$ cat src/rtl/tlul_console_sniffer.sv
`default_nettype none
// ============================================================================
// Module      : tlul_console_sniffer
// Description : Passive TL-UL snooper. It rebuilds console lines from writes
//               to the UART WDATA registers, drains finished lines as a
//               channel-tagged byte stream and tracks A/D request balance.
// Revision    : 1.0 - initial release
// ============================================================================
module tlul_console_sniffer #(
  parameter int          NUM_CH     = 2,
  parameter int          LINE_DEPTH = 64,
  parameter logic [31:0] BASE_ADDR  = 32'h2000_0000,
  parameter logic [31:0] CH_STRIDE  = 32'h0000_1000,
  parameter logic [31:0] WDATA_OFF  = 32'h0000_001c,
  parameter int          DROP_W     = 16,
  localparam int         CH_W       = (NUM_CH > 1) ? $clog2(NUM_CH) : 1
) (
  input  logic              clk,
  input  logic              rst_n,
  input  logic              a_valid,
  input  logic              a_ready,
  input  logic [2:0]        a_opcode,
  input  logic [31:0]       a_address,
  input  logic [3:0]        a_mask,
  input  logic [31:0]       a_data,
  input  logic              d_valid,
  input  logic              d_ready,
  input  logic              flush_i,
  output logic              out_valid,
  input  logic              out_ready,
  output logic [7:0]        out_data,
  output logic [CH_W-1:0]   out_ch,
  output logic              out_last,
  output logic [7:0]        outstanding_o,
  output logic              d_underflow_o,
  output logic [DROP_W-1:0] drop_cnt_o
);

  localparam int IDX_W = $clog2(LINE_DEPTH);
  localparam int LEN_W = IDX_W + 1;
  localparam logic [LEN_W-1:0] c_full_len = LEN_W'(LINE_DEPTH);

  typedef enum logic [1:0] {
    ST_FILL  = 2'd0,
    ST_READY = 2'd1,
    ST_DRAIN = 2'd2
  } ch_state_e;

  ch_state_e         r_state [NUM_CH];
  logic [LEN_W-1:0]  r_len   [NUM_CH];
  logic [7:0]        r_buf   [NUM_CH][LINE_DEPTH];
  logic              r_busy;
  logic [CH_W-1:0]   r_drain_ch;
  logic [CH_W-1:0]   r_ptr;
  logic [IDX_W-1:0]  r_rd_idx;
  logic [DROP_W-1:0] r_drop;
  logic [7:0]        r_outst;
  logic              r_underflow;

  logic              w_cap;
  logic [CH_W-1:0]   w_cap_ch;
  logic              w_cap_fill;
  logic              w_drop;
  logic [7:0]        w_char;
  logic [IDX_W-1:0]  w_wr_idx;
  logic              w_accept;
  logic              w_last;
  logic              w_done;
  logic              w_grant;
  logic [CH_W-1:0]   w_grant_ch;
  logic [CH_W-1:0]   w_scan;
  logic              w_a_hs;
  logic              w_d_hs;

  // Only the low byte lane carries console text.
  logic w_unused_bits;
  assign w_unused_bits = ^{a_data[31:8], a_mask[3:1]};

  assign w_char     = a_data[7:0];
  assign w_cap_fill = w_cap && (r_state[w_cap_ch] == ST_FILL);
  assign w_drop     = w_cap && !w_cap_fill;
  assign w_wr_idx   = r_len[w_cap_ch][IDX_W-1:0];
  assign w_accept   = r_busy && out_ready;
  assign w_last     = ({1'b0, r_rd_idx} == (r_len[r_drain_ch] - LEN_W'(1)));
  assign w_done     = w_accept && w_last;
  assign w_a_hs     = a_valid && a_ready;
  assign w_d_hs     = d_valid && d_ready;

  // Decode a full/partial put of the low byte into one channel's WDATA.
  always_comb begin
    w_cap    = 1'b0;
    w_cap_ch = '0;
    if (w_a_hs && (a_opcode == 3'd0 || a_opcode == 3'd1) && a_mask[0]) begin
      for (int i = 0; i < NUM_CH; i++) begin
        if (a_address == BASE_ADDR + CH_STRIDE * 32'(i) + WDATA_OFF) begin
          w_cap    = 1'b1;
          w_cap_ch = CH_W'(i);
        end
      end
    end
  end

  // Round-robin search for the next READY line, starting after the last grant;
  // a finishing drain frees the stream for a back-to-back grant.
  always_comb begin
    w_grant    = 1'b0;
    w_grant_ch = '0;
    w_scan     = '0;
    if (!r_busy || w_done) begin
      for (int k = 1; k <= NUM_CH; k++) begin
        w_scan = CH_W'((int'(r_ptr) + k) % NUM_CH);
        if (!w_grant && r_state[w_scan] == ST_READY) begin
          w_grant    = 1'b1;
          w_grant_ch = w_scan;
        end
      end
    end
  end

  // Per-channel line state: fill, wait for the arbiter, drain.
  always_ff @(posedge clk) begin
    if (!rst_n) begin
      for (int c = 0; c < NUM_CH; c++) begin
        r_state[c] <= ST_FILL;
        r_len[c]   <= '0;
      end
    end else begin
      for (int c = 0; c < NUM_CH; c++) begin
        case (r_state[c])
          ST_FILL: begin
            if (w_cap && w_cap_ch == CH_W'(c)) begin
              r_len[c] <= r_len[c] + LEN_W'(1);
              if (w_char == 8'h0A || (r_len[c] + LEN_W'(1)) == c_full_len || flush_i)
                r_state[c] <= ST_READY;
            end else if (flush_i && r_len[c] != '0) begin
              r_state[c] <= ST_READY;
            end
          end
          ST_READY: begin
            if (w_grant && w_grant_ch == CH_W'(c))
              r_state[c] <= ST_DRAIN;
          end
          ST_DRAIN: begin
            if (w_done) begin
              r_state[c] <= ST_FILL;
              r_len[c]   <= '0;
            end
          end
          default: r_state[c] <= ST_FILL;
        endcase
      end
    end
  end

  // Line storage; a channel only accepts characters while filling.
  always_ff @(posedge clk) begin
    if (w_cap_fill)
      r_buf[w_cap_ch][w_wr_idx] <= w_char;
  end

  // Drain sequencer: tracks the granted channel and read position.
  always_ff @(posedge clk) begin
    if (!rst_n) begin
      r_busy     <= 1'b0;
      r_drain_ch <= '0;
      r_rd_idx   <= '0;
      r_ptr      <= CH_W'(NUM_CH - 1);
    end else begin
      if (w_accept)
        r_rd_idx <= r_rd_idx + IDX_W'(1);
      if (w_done)
        r_busy <= 1'b0;
      if (w_grant) begin
        r_busy     <= 1'b1;
        r_drain_ch <= w_grant_ch;
        r_rd_idx   <= '0;
        r_ptr      <= w_grant_ch;
      end
    end
  end

  // Drop counter plus A/D balance tracking with sticky underflow.
  always_ff @(posedge clk) begin
    if (!rst_n) begin
      r_drop      <= '0;
      r_outst     <= '0;
      r_underflow <= 1'b0;
    end else begin
      if (w_drop && r_drop != '1)
        r_drop <= r_drop + DROP_W'(1);
      if (w_a_hs && !w_d_hs) begin
        if (r_outst != 8'hFF)
          r_outst <= r_outst + 8'd1;
      end else if (w_d_hs && !w_a_hs) begin
        if (r_outst == 8'd0)
          r_underflow <= 1'b1;
        else
          r_outst <= r_outst - 8'd1;
      end
    end
  end

  assign out_valid     = r_busy;
  assign out_data      = r_busy ? r_buf[r_drain_ch][r_rd_idx] : 8'h00;
  assign out_ch        = r_busy ? r_drain_ch : '0;
  assign out_last      = r_busy && w_last;
  assign outstanding_o = r_outst;
  assign d_underflow_o = r_underflow;
  assign drop_cnt_o    = r_drop;

endmodule
`default_nettype wire

$ cat config.mk
export PLATFORM = sky130hd
export DESIGN_NAME = tlul_console_sniffer
export DESIGN_NICKNAME = d
export VERILOG_FILES = /design/src/rtl/tlul_console_sniffer.sv
export SDC_FILE = /design/constraint.sdc
export NUM_CORES = 1
export LEC_CHECK = 0
export BUFFER_PORTS_ARGS = -buffer_cell sky130_fd_sc_hd__clkbuf_2
export CORE_AREA = 2 2 321 323
export CTS_BUF_LIST = sky130_fd_sc_hd__clkbuf_4 sky130_fd_sc_hd__clkbuf_8 sky130_fd_sc_hd__clkbuf_16
export CTS_CLUSTER_DIAMETER = 80
export DETAILED_ROUTE_END_ITERATION = 8
export DIE_AREA = 0 0 323 325
export PLACE_DENSITY = 0.68
export RECOVER_POWER = 100
export SLEW_MARGIN = 25
export SYNTH_ARGS = -nofsm -noshare
export SYNTH_HDL_FRONTEND = slang
export SYNTH_SLANG_ARGS = --single-unit
$ cat constraint.sdc
create_clock -name clk -period 4.55 [get_ports clk]
set_clock_uncertainty 0.2 [all_clocks]
set_input_delay 1.1375 -clock clk [delete_from_list [all_inputs] [get_ports clk]]
set_output_delay 1.1375 -clock clk [all_outputs]
set_load 0.02 [all_outputs]
==> impl_metrics.env, run 1 <==
export IMPL_synth_cell_types=62
export IMPL_use_met1=0.268
export IMPL_htreeDepth=3
export IMPL_routed_wl_mm=101
export IMPL_synth_edf_count=1035
export IMPL_worst_slew_pin_transition_ps=3150
export IMPL_ys_seq_elements=1078
export IMPL_placed_area_mm2=0.0469
export IMPL_violations="max-capacitance violations, max-slew violations, negative setup slack"
export IMPL_crit_path_start_kind="flip-flop"
export IMPL_cp_required_ps=3210
export IMPL_worstSetupEndpointType="primary output"
export IMPL_portBuffers=86
export IMPL_antennaDiodeCount=0
export IMPL_die_w_um=323
export IMPL_pre_cts_slack_ps=103
export IMPL_leakage_uw=0.0160
export IMPL_gp_congestion=0.824
export IMPL_cts_max_path_buffers=3
export IMPL_busiest_layer="met2"
export IMPL_core_area_mm2=0.101
export IMPL_synth_cells=2101
export IMPL_syn_cell_area_mm2=0.0433
export IMPL_cts_tree="yes"
export IMPL_cts_root_buf="clkbuf_16"
export IMPL_setup_viol=17
export IMPL_arrival_ps=3590
export IMPL_p_per_area_mw_per_mm2=441
export IMPL_report_final_slew_viol_count=716
export IMPL_vias=22300
export IMPL_post_route_min_period_ps=4920
export IMPL_hold_violations=0
export IMPL_grt_pass1_wl_mm=149
export IMPL_post_route_period_util=1.08
export IMPL_grt_pass1_vias=22600
export IMPL_grt_use_met3=0.0318
export IMPL_die_area_mm2=0.105
export IMPL_synth_xor_area_frac=0.00850
export IMPL_grt_max_degree=111
export IMPL_worst_slack_ps=-374
export IMPL_cp_max_fo=6
export IMPL_whs_ps=305
export IMPL_synth_simple_area_share=0.0428
export IMPL_synthAdderAreaFrac=0.00480
export IMPL_drc_errors=0
export IMPL_clk_latency_ps=680
export IMPL_cap_violations=9
export IMPL_synth_top_family_by_area="multiplexers"
export IMPL_via_per_inst=5.70
export IMPL_synth_yosys_seq_area_share=0.738
export IMPL_synthesis_nets=2196
export IMPL_ir_drop_v=0.000302
export IMPL_synth_flop_cell="edfxtp_1"
export IMPL_fmax_mhz=203
export IMPL_die_y_um=325
export IMPL_num_fill_cells=8052
export IMPL_drt_iter0_markers=2430
export IMPL_yosys_warnings=0
export IMPL_synth_top_area_cell="edfxtp_1"
export IMPL_power_uw=22500
export IMPL_min_path_type="reg -> reg"
export IMPL_dp_hpwl_mm=63.4
export IMPL_postLayoutCellArea_mm2=0.0510
export IMPL_gr_total_overflow=0
export IMPL_clk_pin_slew_ps=60
export IMPL_area_growth_syn_to_layout_pct=17.9
export IMPL_grt_usage=0.193
export IMPL_drive_above_1_share=0.328
export IMPL_timing_slew_headroom=-1.10
export IMPL_rsz0062_at_grt="yes"
export IMPL_avgSynthCellArea_um2=20.6
export IMPL_fin_util=0.504
export IMPL_muxShareOfSynthArea=0.173
export IMPL_cts_buffers=102
export IMPL_antenna_found_initial=3
export IMPL_num_io_pins=115
export IMPL_async_flop_share=0
export IMPL_antenna_left=0
export IMPL_met2_usage=0.312
export IMPL_drt_first_pass_iters=5
export IMPL_yosys_area_top_type_share=0.719
export IMPL_synthTopCellsByArea="edfxtp_1 72%, mux4_2 16%, dfxtp_1 2.0%, nor2_1 1.2%, mux2i_1 1.0%"
export IMPL_start_util=0.427
export IMPL_avgRoutedWirePerCell_um=25.9
export IMPL_synth_compound_area_frac=0.0176
export IMPL_critPathKind="reg -> out"
export IMPL_min_delay_start="drop_cnt_o[11]$_SDFFE_PN0P_"
export IMPL_outcome="finished with violations"
export IMPL_num_rows=117
export IMPL_cts_num_sinks=1078
export IMPL_nNetsFinal=2551
critical path: stages (launching register included):
cell and delay, ps:
dfxtp_4 370, buf_12 150, bufbuf_16 300, mux4_2 550, mux4_2 550, mux4_2 510
o211a_1 280, buf_4 180
kinds of logic after synthesis:
group	count (synthesis)
DFF	1078
and+or+nand+nor	364
muxes	358
buffers and inverters	135
xor gates and xnor gates	42
AOI/OAI and AO/OA	108
adders and majority gates	16
power breakdown:
| part | internal [uW] | total [uW] | switching, uW |
|---|---|---|---|
| clock | 4660 | 8240 | 3590 |
| combinational | 1670 | 3200 | 1530 |
| sequential | 10900 | 11100 | 113 |
| total | 17300 | 22500 | 5230 |
cell type report:
cell class | count | area (um2) | share of cell area
flip-flops and latches | 1078 | 32000 | 0.626
multi-input cells | 888 | 10800 | 0.212
clock buffers | 131 | 2810 | 0.0550
repair buffers | 363 | 3180 | 0.0624
clock inverters | 58 | 467 | 0.00915
inverters | 23 | 86.3 | 0.00169
well taps | 1368 | 1710 | 0.0336
registers in the layout, indices dropped and copies added, names as in the netlist, 4 cells and up, named ones only:
register       count
r_state            4
drop_cnt_o        16
r_rd_idx           6
r_len             14
r_buf           1024
outstanding_o      8
through the flow:
step                TNS (ps)  cells
detailed placement         0   3666
floorplan                  0   2101
finish                 -2950   3909
global placement           0   3666
CTS                    -3010   3901
global route          -38970   3909
synthesized netlist by cell type (21+ instances only):
cell         n
clkbuf_1    56
nand2_1     46
and3_1      23
dfxtp_1     43
xor2_1      21
edfxtp_1  1035
xnor2_1     21
nor2_1     143
buf_2       24
mux2i_1     44
nor2b_1     25
inv_1       23
mux4_2     312
final timing paths:
check	endpoint	slack, ps	cells after the start
worst min register to register	drop_cnt_o[11]$_SDFFE_PN0P_	310	2
worst min-delay path	drop_cnt_o[11]$_SDFFE_PN0P_	310	2
worst max register to register	r_state[1][1]$_SDFFCE_PP0P_	560	13
worst max-delay path	out_data[6]	-370	7
what timing repair did:
action,CTS,global route
gates cloned,9,0
resized for setup,84,28
hold buffers,0,0
buffers inserted,39,8
pin swaps,2,2
setup endpoints to repair,9,9
cell usage in the layout, fill, tap and decap left out, types with 7 or more instances in the layout:
cell / n
nor2_1: 142
xnor2_1: 21
clkinv_1: 24
clkbuf_1: 52
and2_0: 12
buf_16: 17
nor3_1: 19
inv_1: 16
a211oi_1: 7
buf_6: 7
nand4_1: 13
clkbuf_16: 104
nand3b_1: 12
dfxtp_1: 39
mux4_2: 312
nand2_1: 46
clkbuf_2: 65
mux2i_1: 41
clkinv_2: 18
nand3_1: 16
edfxtp_1: 1035
buf_4: 168
inv_2: 7
xor2_1: 21
o22ai_1: 7
and3_1: 23
ha_1: 14
a21oi_1: 12
buf_12: 28
nor2b_1: 23
nor4_1: 15
nand2b_1: 7
clkbuf_4: 40
a311o_1: 7
o21ai_0: 11
and2_1: 8
metal layers:
metal / wire length, um / part of all wire
met4: 2930 / 0.029
met5: 28 / 0.00028
met1: 40500 / 0.40
met2: 49700 / 0.49
met3: 8040 / 0.079
Note: power is estimated with default switching activity, not from simulation.
==> run 2: changes to the inputs <==
--- a/config.mk
+++ b/config.mk
@@ -11,7 +11,7 @@
 export CTS_CLUSTER_DIAMETER = 80
 export DETAILED_ROUTE_END_ITERATION = 8
 export DIE_AREA = 0 0 323 325
-export PLACE_DENSITY = 0.68
+export PLACE_DENSITY = 0.6
 export RECOVER_POWER = 100
 export SLEW_MARGIN = 25
 export SYNTH_ARGS = -nofsm -noshare
==> impl_metrics.env, run 2 (synthesis results as in run 1) <==
export IMPL_post_route_period_util=1.08
export IMPL_cts_max_path_buffers=3
export IMPL_via_per_inst=5.65
export IMPL_antenna_found_initial=2
export IMPL_clk_pin_slew_ps=60
export IMPL_crit_path_start_kind="flip-flop"
export IMPL_drt_first_pass_iters=5
export IMPL_grt_usage=0.201
export IMPL_area_growth_syn_to_layout_pct=19.2
export IMPL_fin_util=0.509
export IMPL_start_util=0.427
export IMPL_drive_above_1_share=0.317
export IMPL_final_cell_mix="1035 x edfxtp_1, 312 x mux4_2, 143 x nor2_1, 110 x clkbuf_16, 95 x clkbuf_2"
export IMPL_drc_errors=0
export IMPL_p_sw_uw=5550
export IMPL_num_io_pins=115
export IMPL_cts_root_buf="clkbuf_16"
export IMPL_dp_hpwl_mm=66.1
export IMPL_grt_pass1_vias=22700
export IMPL_register_area_mm2=0.0320
export IMPL_die_w_um=323
export IMPL_share_comb_of_total_power=0.138
export IMPL_p_sw_frac=0.231
export IMPL_avgRoutedWirePerCell_um=26.9
export IMPL_htreeDepth=3
export IMPL_worstSetupEndpointType="primary output"
export IMPL_cts_tree="yes"
export IMPL_cap_violations=11
export IMPL_cpPeakStageDelay_ps=560
export IMPL_leakage_uw=0.0161
export IMPL_regMostFlops="r_buf"
export IMPL_mostFrequentLayoutCell="edfxtp_1"
export IMPL_whs_ps=290
export IMPL_reg2reg_depth=12
export IMPL_arrival_ps=3590
export IMPL_p_seq_frac=0.459
export IMPL_multi_input_area_mm2=0.0109
export IMPL_postLayoutCellArea_mm2=0.0515
export IMPL_crit_chain="buf_12 -> buf_16 -> buf_4 -> buf_6 -> mux4_2 -> mux4_2 -> mux4_2 -> inv_4 -> a21oi_4 -> buf_8"
export IMPL_drt_iter0_markers=2104
export IMPL_path_common_cell="mux4_2"
export IMPL_fmax_mhz=203
export IMPL_post_route_min_period_ps=4930
export IMPL_hold_violations=0
export IMPL_num_fill_cells=8142
export IMPL_worst_slew_pin_transition_ps=3450
export IMPL_power_uw=24100
export IMPL_rsz0062_at_grt="yes"
export IMPL_antennaDiodeCount=0
export IMPL_grt_pass1_wl_mm=153
export IMPL_setup_viol=9
export IMPL_min_path_type="reg -> reg"
export IMPL_report_final_slew_viol_count=651
export IMPL_ir_drop_v=0.000305
export IMPL_critPathKind="reg -> out"
export IMPL_setup_tns_ps=-2720
export IMPL_vias=22100
export IMPL_largest_reg_flops=1024
export IMPL_num_rows=117
export IMPL_violations="max-capacitance violations, max-slew violations, negative setup slack"
export IMPL_outcome="finished with violations"
export IMPL_cp_required_ps=3210
export IMPL_clkPwrFrac=0.404
export IMPL_die_y_um=325
export IMPL_critPathTopFamily="multiplexers"
export IMPL_timing_slew_headroom=-1.30
export IMPL_critPathBufInv=6
export IMPL_cts_buffers=110
export IMPL_gp_congestion=0.818
export IMPL_p_int_uw=18500
export IMPL_gr_total_overflow=0
export IMPL_grt_max_degree=82
export IMPL_holdPathStages=2
export IMPL_antenna_left=0
export IMPL_placed_area_mm2=0.0468
export IMPL_cts_num_sinks=1078
export IMPL_core_area_mm2=0.101
export IMPL_p_per_area_mw_per_mm2=467
export IMPL_routed_wl_mm=105
export IMPL_path_depth=10
export IMPL_nNetsFinal=2542
export IMPL_die_area_mm2=0.105
export IMPL_clk_latency_ps=710
export IMPL_cp_slowest_cell="mux4_2"
export IMPL_worst_slack_ps=-380
export IMPL_cp_max_fo=6
export IMPL_portBuffers=86
run 2: cell types whose count changed in the layout (fill, tap and decap cells not counted), moves of 6 or more:
cell and delta:
inv_2 -6, inv_4 +6, clkbuf_1 +40, clkbuf_4 -12, clkbuf_16 +6, bufinv_16 +17, buf_4 -87, clkbuf_2 +30
run 2: path summary, 6_finish.rpt:
path              slack, ps                   startpoint                     endpoint
setup / recovery       -380                    flip-flop                  out_data[3]
hold / removal          290  drop_cnt_o[11]$_SDFFE_PN0P_  drop_cnt_o[11]$_SDFFE_PN0P_
hold reg to reg         290  drop_cnt_o[11]$_SDFFE_PN0P_  drop_cnt_o[11]$_SDFFE_PN0P_
setup reg to reg        750                    flip-flop      r_state[1][0]$_DFFE_PP_
run 2: power groups by stage:
| stage | registers [uW] | logic, uW | clock network, uW |
|---|---|---|---|
| after floorplan | 11200 | 1790 | 0 |
| after global placement | 11200 | 2800 | 0 |
| after detailed placement | 11200 | 2850 | 0 |
| after CTS | 11000 | 3390 | 9870 |
| after global routing | 11000 | 3510 | 10200 |
| final | 11000 | 3310 | 9710 |
run 2: metrics by stage:
| step | setup slack (ps) | instances |
|---|---|---|
| after global routing | -399 | 3912 |
| after global placement | -203 | 3649 |
| after detailed placement | -156 | 3649 |
| after floorplan | 523 | 2101 |
| after CTS | -422 | 3910 |
| final | -380 | 3912 |
run 2: cell type report:
cell class                 count  share of cell area
sequential                  1078               0.620
multi-input combinational    888               0.211
clock buffer                 133              0.0569
timing repair buffer         346              0.0569
tap                         1368              0.0332
clock inverter                76              0.0202
inverter                      23             0.00197
run 2: metal layers:
| metal | GRT usage | wire [um] |
|---|---|---|
| met1 | 0.281 | 44100 |
| met2 | 0.322 | 51400 |
| met4 | 0.0572 | 2400 |
| met5 | 0 | 0 |
| met3 | 0.0394 | 7220 |
run 2: timing repair:
action,CTS,global route
gates cloned,14,0
gates resized for setup,117,23
setup endpoints to repair,9,9
buffers inserted,45,6
hold buffers,0,0
pin swaps,8,7
run 2: worst min-delay path: stages, from the launching register on:
cell     delay, ps
dfxtp_1        330
nand2_1         60
mux2i_1         60
